<file path="src/rtl/gps_spi_streamer.sv">
`default_nettype none
// ============================================================================
// gps_spi_streamer : packs GPS I/Q sample sets into words, queues them in a
// FIFO and streams them out as an SPI mode-0 master (MSB first, active-low SS).
// Optional macro GPS_SPI_STREAMER_TEST_PATTERN_EN adds a counting test pattern.
// Revision: 1.0
// ============================================================================
module gps_spi_streamer #(
  parameter int SAMPLE_W   = 2,
  parameter int NUM_CH     = 2,
  parameter int WORD_W     = 16,
  parameter int FIFO_DEPTH = 8,
  parameter int SCK_DIV    = 2,
  parameter int SS_GAP     = 2
) (
  input  logic                           mcu_clk_25_000_i,
  input  logic                           reset_n_i,
  input  logic [SAMPLE_W*NUM_CH-1:0]     sample_in_i,
  input  logic                           sample_valid_i,
  input  logic                           enable_i,
  input  logic                           ovf_clr_i,
`ifdef GPS_SPI_STREAMER_TEST_PATTERN_EN
  input  logic                           test_mode_i,
`endif
  output logic                           mcu_sck_o,
  output logic                           mcu_ss_o,
  output logic                           mcu_mosi_o,
  output logic                           overflow_o,
  output logic [$clog2(FIFO_DEPTH):0]    fifo_level_o
);

  localparam int SET_W = SAMPLE_W * NUM_CH;
  localparam int K     = WORD_W / SET_W;
  localparam int CNT_W = $clog2(K + 1);
  localparam int PTR_W = $clog2(FIFO_DEPTH);
  localparam int LVL_W = PTR_W + 1;
  localparam int BIT_W = $clog2(WORD_W);
  localparam int DIV_W = $clog2(SCK_DIV + 1);
  localparam int GAP_W = $clog2(SS_GAP + 1);

  typedef enum logic [1:0] {IDLE = 2'd0, SHIFT = 2'd1, GAP = 2'd2} state_t;

  logic                clk;
  logic                rst_n;
  assign clk   = mcu_clk_25_000_i;
  assign rst_n = reset_n_i;

  // ---------------- packer ----------------
  logic [CNT_W-1:0]  set_cnt_q;
  logic [WORD_W-1:0] pack_q;
  logic [WORD_W-1:0] pack_d;
  logic [WORD_W-1:0] word_q;
  logic [WORD_W-1:0] word_d;
  logic              push_q;
  logic              accept;
  logic              last_set;

  assign accept   = sample_valid_i && enable_i;
  assign last_set = (set_cnt_q == CNT_W'(K - 1));
  // Shift-in packing: after K sets the first one has reached the MSBs.
  assign pack_d   = WORD_W'({pack_q, sample_in_i});

`ifdef GPS_SPI_STREAMER_TEST_PATTERN_EN
  logic [WORD_W-1:0] pat_q;
  assign word_d = test_mode_i ? pat_q : pack_d;

  always_ff @(posedge clk or negedge rst_n) begin
    if (!rst_n) begin
      pat_q <= '0;
    end else if (accept && last_set) begin
      pat_q <= pat_q + WORD_W'(1);
    end
  end
`else
  assign word_d = pack_d;
`endif

  always_ff @(posedge clk or negedge rst_n) begin
    if (!rst_n) begin
      set_cnt_q <= '0;
      pack_q    <= '0;
      word_q    <= '0;
      push_q    <= 1'b0;
    end else begin
      push_q <= accept && last_set;
      if (!enable_i) begin
        set_cnt_q <= '0;
      end else if (sample_valid_i) begin
        pack_q <= pack_d;
        if (last_set) begin
          set_cnt_q <= '0;
          word_q    <= word_d;
        end else begin
          set_cnt_q <= set_cnt_q + CNT_W'(1);
        end
      end
    end
  end

  // ---------------- word FIFO ----------------
  logic [WORD_W-1:0] mem_q [FIFO_DEPTH];
  logic [PTR_W-1:0]  wr_ptr_q;
  logic [PTR_W-1:0]  rd_ptr_q;
  logic [LVL_W-1:0]  level_q;
  logic              overflow_q;
  logic              full;
  logic              pop;
  logic              wr_en;
  state_t            state_q;

  assign full  = (level_q == LVL_W'(FIFO_DEPTH));
  assign pop   = (state_q == IDLE) && (level_q != '0);
  // A pop in the same cycle frees the slot, so a full FIFO still accepts.
  assign wr_en = push_q && (!full || pop);

  always_ff @(posedge clk) begin
    if (wr_en) begin
      mem_q[wr_ptr_q] <= word_q;
    end
  end

  always_ff @(posedge clk or negedge rst_n) begin
    if (!rst_n) begin
      wr_ptr_q   <= '0;
      rd_ptr_q   <= '0;
      level_q    <= '0;
      overflow_q <= 1'b0;
    end else begin
      if (wr_en) wr_ptr_q <= wr_ptr_q + PTR_W'(1);
      if (pop)   rd_ptr_q <= rd_ptr_q + PTR_W'(1);
      case ({wr_en, pop})
        2'b10:   level_q <= level_q + LVL_W'(1);
        2'b01:   level_q <= level_q - LVL_W'(1);
        default: level_q <= level_q;
      endcase
      if (push_q && full && !pop) begin
        overflow_q <= 1'b1;
      end else if (ovf_clr_i) begin
        overflow_q <= 1'b0;
      end
    end
  end

  // ---------------- SPI master ----------------
  logic [WORD_W-1:0] sr_q;
  logic [BIT_W-1:0]  bit_q;
  logic [DIV_W-1:0]  div_q;
  logic [GAP_W-1:0]  gap_q;
  logic              sck_q;
  logic              ss_q;
  logic              mosi_q;

  always_ff @(posedge clk or negedge rst_n) begin
    if (!rst_n) begin
      state_q <= IDLE;
      sr_q    <= '0;
      bit_q   <= '0;
      div_q   <= '0;
      gap_q   <= '0;
      sck_q   <= 1'b0;
      ss_q    <= 1'b1;
      mosi_q  <= 1'b0;
    end else begin
      case (state_q)
        IDLE: begin
          sck_q <= 1'b0;
          ss_q  <= 1'b1;
          if (pop) begin
            sr_q    <= mem_q[rd_ptr_q];
            mosi_q  <= mem_q[rd_ptr_q][WORD_W-1];
            ss_q    <= 1'b0;
            div_q   <= '0;
            bit_q   <= '0;
            state_q <= SHIFT;
          end
        end
        SHIFT: begin
          if (div_q == DIV_W'(SCK_DIV - 1)) begin
            div_q <= '0;
            if (!sck_q) begin
              sck_q <= 1'b1;
            end else begin
              sck_q <= 1'b0;
              // The last falling edge of SCK is also the SS release edge.
              if (bit_q == BIT_W'(WORD_W - 1)) begin
                ss_q    <= 1'b1;
                mosi_q  <= 1'b0;
                gap_q   <= '0;
                state_q <= GAP;
              end else begin
                bit_q  <= bit_q + BIT_W'(1);
                sr_q   <= sr_q << 1;
                mosi_q <= sr_q[WORD_W-2];
              end
            end
          end else begin
            div_q <= div_q + DIV_W'(1);
          end
        end
        GAP: begin
          if (gap_q == GAP_W'(SS_GAP - 1)) begin
            state_q <= IDLE;
          end else begin
            gap_q <= gap_q + GAP_W'(1);
          end
        end
        default: state_q <= IDLE;
      endcase
    end
  end

  assign mcu_sck_o    = sck_q;
  assign mcu_ss_o     = ss_q;
  assign mcu_mosi_o   = mosi_q;
  assign overflow_o   = overflow_q;
  assign fifo_level_o = level_q;

endmodule
`default_nettype wire

</file>
<file path="config.mk">
export PLATFORM = sky130hd
export DESIGN_NAME = gps_spi_streamer
export DESIGN_NICKNAME = d
export VERILOG_FILES = /design/src/rtl/gps_spi_streamer.sv
export SDC_FILE = /design/constraint.sdc
export NUM_CORES = 1
export LEC_CHECK = 0
export BUFFER_PORTS_ARGS = -buffer_cell sky130_fd_sc_hd__buf_2
export CAP_MARGIN = 10
export CELL_PAD_IN_SITES_DETAIL_PLACEMENT = 1
export CELL_PAD_IN_SITES_GLOBAL_PLACEMENT = 2
export CORE_ASPECT_RATIO = 1.1
export CORE_UTILIZATION = 51
export DETAILED_ROUTE_END_ITERATION = 6
export GPL_ROUTABILITY_DRIVEN = 0
export HOLD_SLACK_MARGIN = 0.03
export PLACE_DENSITY = 0.9
export SYNTH_ARGS = -nofsm -noshare
export SYNTH_HDL_FRONTEND = slang
export SYNTH_SLANG_ARGS = --single-unit
</file>
<file path="constraint.sdc">
create_clock -name mcu_clk_25_000_i -period 4.2 [get_ports mcu_clk_25_000_i]
set_input_delay 0.21 -clock mcu_clk_25_000_i [delete_from_list [all_inputs] [get_ports mcu_clk_25_000_i]]
set_output_delay 0.21 -clock mcu_clk_25_000_i [all_outputs]
set_load 0.01 [all_outputs]
</file>
==> results of run 1 <==
==> cell type report <==
type | count | area, um^2 | area share (%)
clock buffers | 19 | 454 | 5.11
clock inverters | 12 | 110 | 1.24
inverters | 10 | 37.5 | 0.422
multi-input cells | 241 | 2180 | 24.5
flip-flops and latches | 199 | 5620 | 63.2
well taps | 196 | 245 | 2.76
repair buffers | 35 | 243 | 2.73
==> state kept, by name, indices dropped and copies added, names as in the netlist, 3 cells and up <==
name,cells
set_cnt_q,3
sr_q,15
bit_q,4
rd_ptr_q,3
wr_ptr_q,3
pack_q,12
word_q,16
fifo_level_o,4
mem_q,128
==> routing by layer <==
| metal | global-route usage (%) | share of wire (%) |
|---|---|---|
| met3 | 3.97 | 2.9 |
| met5 | 0 | 0 |
| met1 | 27.0 | 44 |
| met2 | 34.3 | 52 |
| met4 | 9.05 | 1.5 |
==> critical path, stage by stage (launching register included) <==
cell     delay [ns]
dfrtp_1        0.50
nor4_4         0.35
or2_1          0.15
buf_4          0.33
inv_2          0.14
ha_1           0.30
xor2_1         0.17
ha_1           0.20
a21oi_1        0.18
xor2_1         0.16
nor2_1         0.06
xor2_1         0.14
==> synthesized netlist by cell type (7+ instances only) <==
master | number | area share (%)
edfxtp_1 | 128 | 48
dfrtp_1 | 70 | 22
nand2_1 | 40 | 1.9
mux4_2 | 31 | 8.8
mux2_2 | 29 | 4.1
nand3_1 | 23 | 1.5
mux2i_1 | 18 | 2.3
o211ai_1 | 16 | 1.5
nor2_1 | 13 | 0.61
clkbuf_1 | 12 | 0.57
inv_1 | 9 | 0.43
ha_1 | 8 | 1.3
o21ai_0 | 8 | 0.50
buf_2 | 7 | 0.44
==> where the power goes <==
| part | internal [W] | switching (W) |
|---|---|---|
| combinational | 0.000486 | 0.000398 |
| clock | 0.000812 | 0.000728 |
| sequential | 0.00231 | 0.000314 |
==> stage by stage <==
step           power [W]  hold WS, ns  setup slack (ns)  cells
6_report         0.00504       0.0486              1.40    712
5_1_grt          0.00527       0.0400              1.18    712
4_1_cts          0.00509       0.0330              1.40    712
3_5_place_dp     0.00355        0.403              1.43    674
3_3_place_gp     0.00349        0.396              1.53    674
2_1_floorplan    0.00326      -0.0856              1.35    473
==> repair_timing <==
action,4_1_cts,5_1_grt
hold buffers,7,0
endpoints found under the setup margin,0,0
hold endpoints to repair,76,0
==> final timing paths <==
check	start	endpoint	cells past startpoint
worst max-delay path	fifo_level_o[1]$_DFFE_PN0P_	fifo_level_o[2]$_DFFE_PN0P_	11
worst min-delay path	sample_in_i[1]	pack_q[1]$_DFFE_PN0P_	2
worst max register to register	fifo_level_o[1]$_DFFE_PN0P_	fifo_level_o[2]$_DFFE_PN0P_	11
worst min register to register	pack_q[11]$_DFFE_PN0P_	pack_q[11]$_DFFE_PN0P_	1
max in group asynchronous	reset_n_i	rd_ptr_q[0]$_DFFE_PN0P_	2
min in group asynchronous	reset_n_i	overflow_o$_DFFE_PN0P_	2
==> layout by cell type, fill, tap and decap left out, types with 9 or more instances in the layout <==
cell type  instances
mux2i_1           18
clkbuf_16         18
nor2_1            13
nand2_1           40
inv_1              9
edfxtp_1         128
dfrtp_1           69
mux4_2            31
mux2_2            29
o211ai_1          16
nand3_1           23
buf_4             13
buf_2             15
==> cells by family after synthesis <==
kind of cell | count (synthesis) | share of synthesized area, %
DFF | 199 | 70.8
and+or+nand+nor | 107 | 6.71
muxes | 78 | 15.2
AOI/OAI and AO/OA | 39 | 3.17
buffers and inverters | 33 | 1.86
xor gates and xnor gates | 9 | 0.993
adders and majority gates | 8 | 1.26
==> flow_metrics.tcl, run 1 <==
set metrics [dict create \
    outcome "completed" \
    hpwl_um 9450 \
    grt_pass1_wl_um 24500 \
    drive_gt1_share_pct 24.4 \
    syn_to_final_growth_pct 12.0 \
    worst-r2r-setup-slack_ns 1.40 \
    cts_root_buf "clkbuf_16" \
    postCtsSetupBuffers 0 \
    stdcell_area_um2 8890 \
    relSlewSlack_pct 28.1 \
    antenna_found_initial 0 \
    nets 521 \
    period_minus_slack_ns 2.80 \
    end_kind "flop" \
    clkLatencyLatePin_ns 0.43 \
    syn-num-nets 490 \
    via_per_inst 5.71 \
    ant_nets 0 \
    ys_warn_count 0 \
    dieArea_um2 16100 \
    die_w_um 121 \
    drtIter0Drc 256 \
    drv_slew 0 \
    synth_edf_count 128 \
    critPathKind "reg -> reg" \
    cts_buffer_depth 2 \
    fin_util_pct 58.8 \
    num_antenna_cells 0 \
    fin_crit_sh_pct 66.7 \
    drc 0 \
    grt_pass1_vias 4468 \
    detail_route.wl_per_cell_um 21.2 \
    path_clk_slew_ns 0.07 \
    firstDrtPassIters 4 \
    avgSynthCellArea_um2 16.8 \
    ys_ff_latch 199 \
    fin_setup_tns_ns 0 \
    drv_cap 0 \
    die_height_um 133 \
    arrival_ns 3.10 \
    io_pins 17 \
    htree_levels 4 \
    cts_tree "yes" \
    start_kind "flop" \
    synth_seq_area_share_pct 70.8 \
    place_area_um2 8260 \
    p_per_area_nw_per_um2 567 \
    hp-class "in -> reg" \
    cp.required_ns 4.50 \
    hold_viol_final 0 \
    coreArea_um2 15100 \
    ir_worst_vdd_uv 311 \
    syn_inst 473 \
    cts_resized 0 \
    p_leak_nw 3.28 \
    grt_max_degree 72 \
    grt_overflow 0 \
    max_freq_mhz 357 \
    port_buffers 16 \
    clock-sinks 199 \
    vias 4066 \
    ys.flop_type "edfxtp_1" \
    grt_use_total_pct 20.8 \
    synthDistinctLibCells 40 \
    start_util_pct 52.5 \
    final.fill_count 1357 \
    synthArstFlopShare_pct 35.7 \
    drt-total-wl_um 15100 \
    finClkSkew_ns 0.0105 \
    rows 47 \
    rsz0062_at_grt "false" \
    setup_violations 0 \
    max_slew.worst_pin.slew_ns 1.08 \
    worstPathMaxFanout 37 \
    cts_inserted_buffers 17 \
    syn_area_um2 7940 \
]
Power figures use the tool's default switching activity.
==> inputs of run 2 (changes only) <==
Settings changed: CORE_UTILIZATION 51 to 47, PLACE_DENSITY 0.9 to 0.84.
Clock period 4.2 ns to 2.65 ns, I/O delays scaled along.
==> run 2 against run 1 <==
Cell area up 1.2%. First-iteration DRC count down 13%. Global-route usage down 0.55 points. Critical path depth down 1. Hold slack better by 0.33 ns.
==> flow_metrics.tcl, run 2 (same netlist as run 1, synthesis figures left out) <==
set metrics [dict create \
    num_antenna_cells 0 \
    vias 4128 \
    use_met1_pct 26.6 \
    crit_buf_inv 1 \
    die_height_um 138 \
    arrival_ns 2.78 \
    p_leak_nw 3.33 \
    port_buffers 16 \
    drt-total-wl_um 16000 \
    drv_slew 0 \
    path_clk_slew_ns 0.07 \
    outcome "completed" \
    drtIter0Drc 224 \
    hold_buffers 8 \
    pre_cts_ws_ns 0.228 \
    fin_setup_tns_ns 0 \
    rsz0062_at_grt "false" \
    layout_commonest_cell "edfxtp_1" \
    grt_util_met3_pct 3.25 \
    max_slew.worst_pin.slew_ns 0.923 \
    cp_top_family "simple AND/OR/NAND/NOR gates" \
    start_util_pct 48.3 \
    antenna_found_initial 0 \
    grt_pass1_wl_um 25900 \
    worstPathMaxFanout 7 \
    drive_gt1_share_pct 25.6 \
    htree_levels 4 \
    largest_reg_flops 128 \
    die_w_um 126 \
    via_per_inst 5.67 \
    fin_util_pct 54.8 \
    relSlewSlack_pct 38.5 \
    timing.final.ws_setup_ns 0.186 \
    critPathKind "reg -> reg" \
    met2_usage_pct 33.8 \
    stdcell_area_um2 9000 \
    cp_common_cell "xor2_1" \
    start_kind "flop" \
    max_freq_mhz 406 \
    fin_crit_sh_pct 93.0 \
    cts_tree "yes" \
    most-common-layout-cells "edfxtp_1 (128), dfrtp_1 (69), nand2_1 (40), mux4_2 (31), mux2_2 (29)" \
    cp.depth 10 \
    ant_nets 0 \
    dieArea_um2 17400 \
    grt_max_degree 72 \
    regMostFlops "mem_q" \
    end_kind "flop" \
    busiest_layer "met2" \
    ir_worst_vdd_uv 505 \
    p_per_area_nw_per_um2 912 \
    clock-sinks 199 \
    slowest_delay_ns 0.49 \
    postCtsSetupBuffers 0 \
    hold_viol_final 0 \
    clkLatencyLatePin_ns 0.44 \
    grt_pass1_vias 4536 \
    reg_top3 "mem_q x128, word_q x16, sr_q x15" \
    finClkSkew_ns 0.00953 \
    syn_to_final_growth_pct 13.4 \
    cp_cell_sequence "nor4_4 -> or2_1 -> inv_2 -> ha_1 -> xor2_1 -> ha_1 -> a21oi_1 -> xor2_1 -> nor2_1 -> xor2_1" \
    place_area_um2 8320 \
    nets 528 \
    cts_root_buf "clkbuf_16" \
    io_pins 17 \
    setup_violations 0 \
    firstDrtPassIters 4 \
    grt_overflow 0 \
    critPathSlowestCell "dfrtp_1" \
    cp.required_ns 2.96 \
    period_minus_slack_ns 2.46 \
    cts_inserted_buffers 17 \
    drv_cap 0 \
    cts_resized 0 \
    drc 0 \
    cts_buffer_depth 2 \
    detail_route.wl_per_cell_um 22.0 \
    coreArea_um2 16400 \
    rows 49 \
    final.fill_count 1533 \
    hpwl_um 9760 \
    hp-class "in -> async" \
    ff2ff_path_depth 10 \
    grt_use_total_pct 20.3 \
]
[run 2: cell types whose count changed in the layout (fill, tap and decap cells not counted), sizes merged]
cell | before | now
buf | 28 | 34
bufinv | 0 | 2
clkbuf | 19 | 17
dlygate4sd3 | 7 | 8
inv | 16 | 17
[run 2: power by group]
| group | internal (W) | switching, W | total [W] |
|---|---|---|---|
| Clock | 0.00142 | 0.00118 | 0.00260 |
| Combinational | 0.000802 | 0.000805 | 0.00161 |
| Sequential | 0.00365 | 0.000349 | 0.00399 |
| Total | 0.00587 | 0.00234 | 0.00820 |
[run 2: final timing paths]
path                                                  start                          end  slack, ns
worst max-delay path            fifo_level_o[0]$_DFFE_PN0P_  fifo_level_o[2]$_DFFE_PN0P_       0.19
worst min-delay path                              reset_n_i         gap_q[1]$_DFFE_PN0P_       0.37
worst max register to register  fifo_level_o[0]$_DFFE_PN0P_  fifo_level_o[2]$_DFFE_PN0P_       0.19
worst min register to register     set_cnt_q[2]$_DFFE_PN0P_     set_cnt_q[2]$_DFFE_PN0P_       0.52
max in group asynchronous                         reset_n_i      rd_ptr_q[0]$_DFFE_PN0P_       1.63
min in group mcu_clk_25_000_i                     ovf_clr_i       overflow_o$_DFFE_PN0P_       0.42
[run 2: layout make-up]
type                            instances  area (um^2)  share of cell area (%)
Sequential cell                       199         5620                    62.5
Clock buffer                           17          425                    4.73
Inverter                               10         37.5                   0.417
Tap cell                              204          255                    2.84
Clock inverter                         15          168                    1.86
Timing Repair Buffer                   42          310                    3.45
Multi-Input combinational cell        241         2180                    24.2
[run 2: layer usage]
metal,wire length (um),vias up
met1,6970,2164
met2,8250,65
li1,-,1879
met5,0,-
met3,436,20
met4,321,0
[run 2: worst reg2reg max path: cells and delay by family, from the launching register on]
family / cells / cell delay [ns]
fa+ha+maj: 2 / 0.49
flops: 1 / 0.49
simple gates: 3 / 0.64
xor+xnor: 3 / 0.49
buf+inv: 1 / 0.09
compound gates: 1 / 0.15
[run 2: per-stage QoR]
stage / hold slack, ns / power, W / std cells
after floorplan: -0.163 / 0.00516 / 473
after global placement: 0.319 / 0.00556 / 688
after detailed placement: 0.329 / 0.00567 / 688
after CTS: 0.391 / 0.00829 / 728
after global routing: 0.413 / 0.00858 / 728
final: 0.374 / 0.00820 / 728
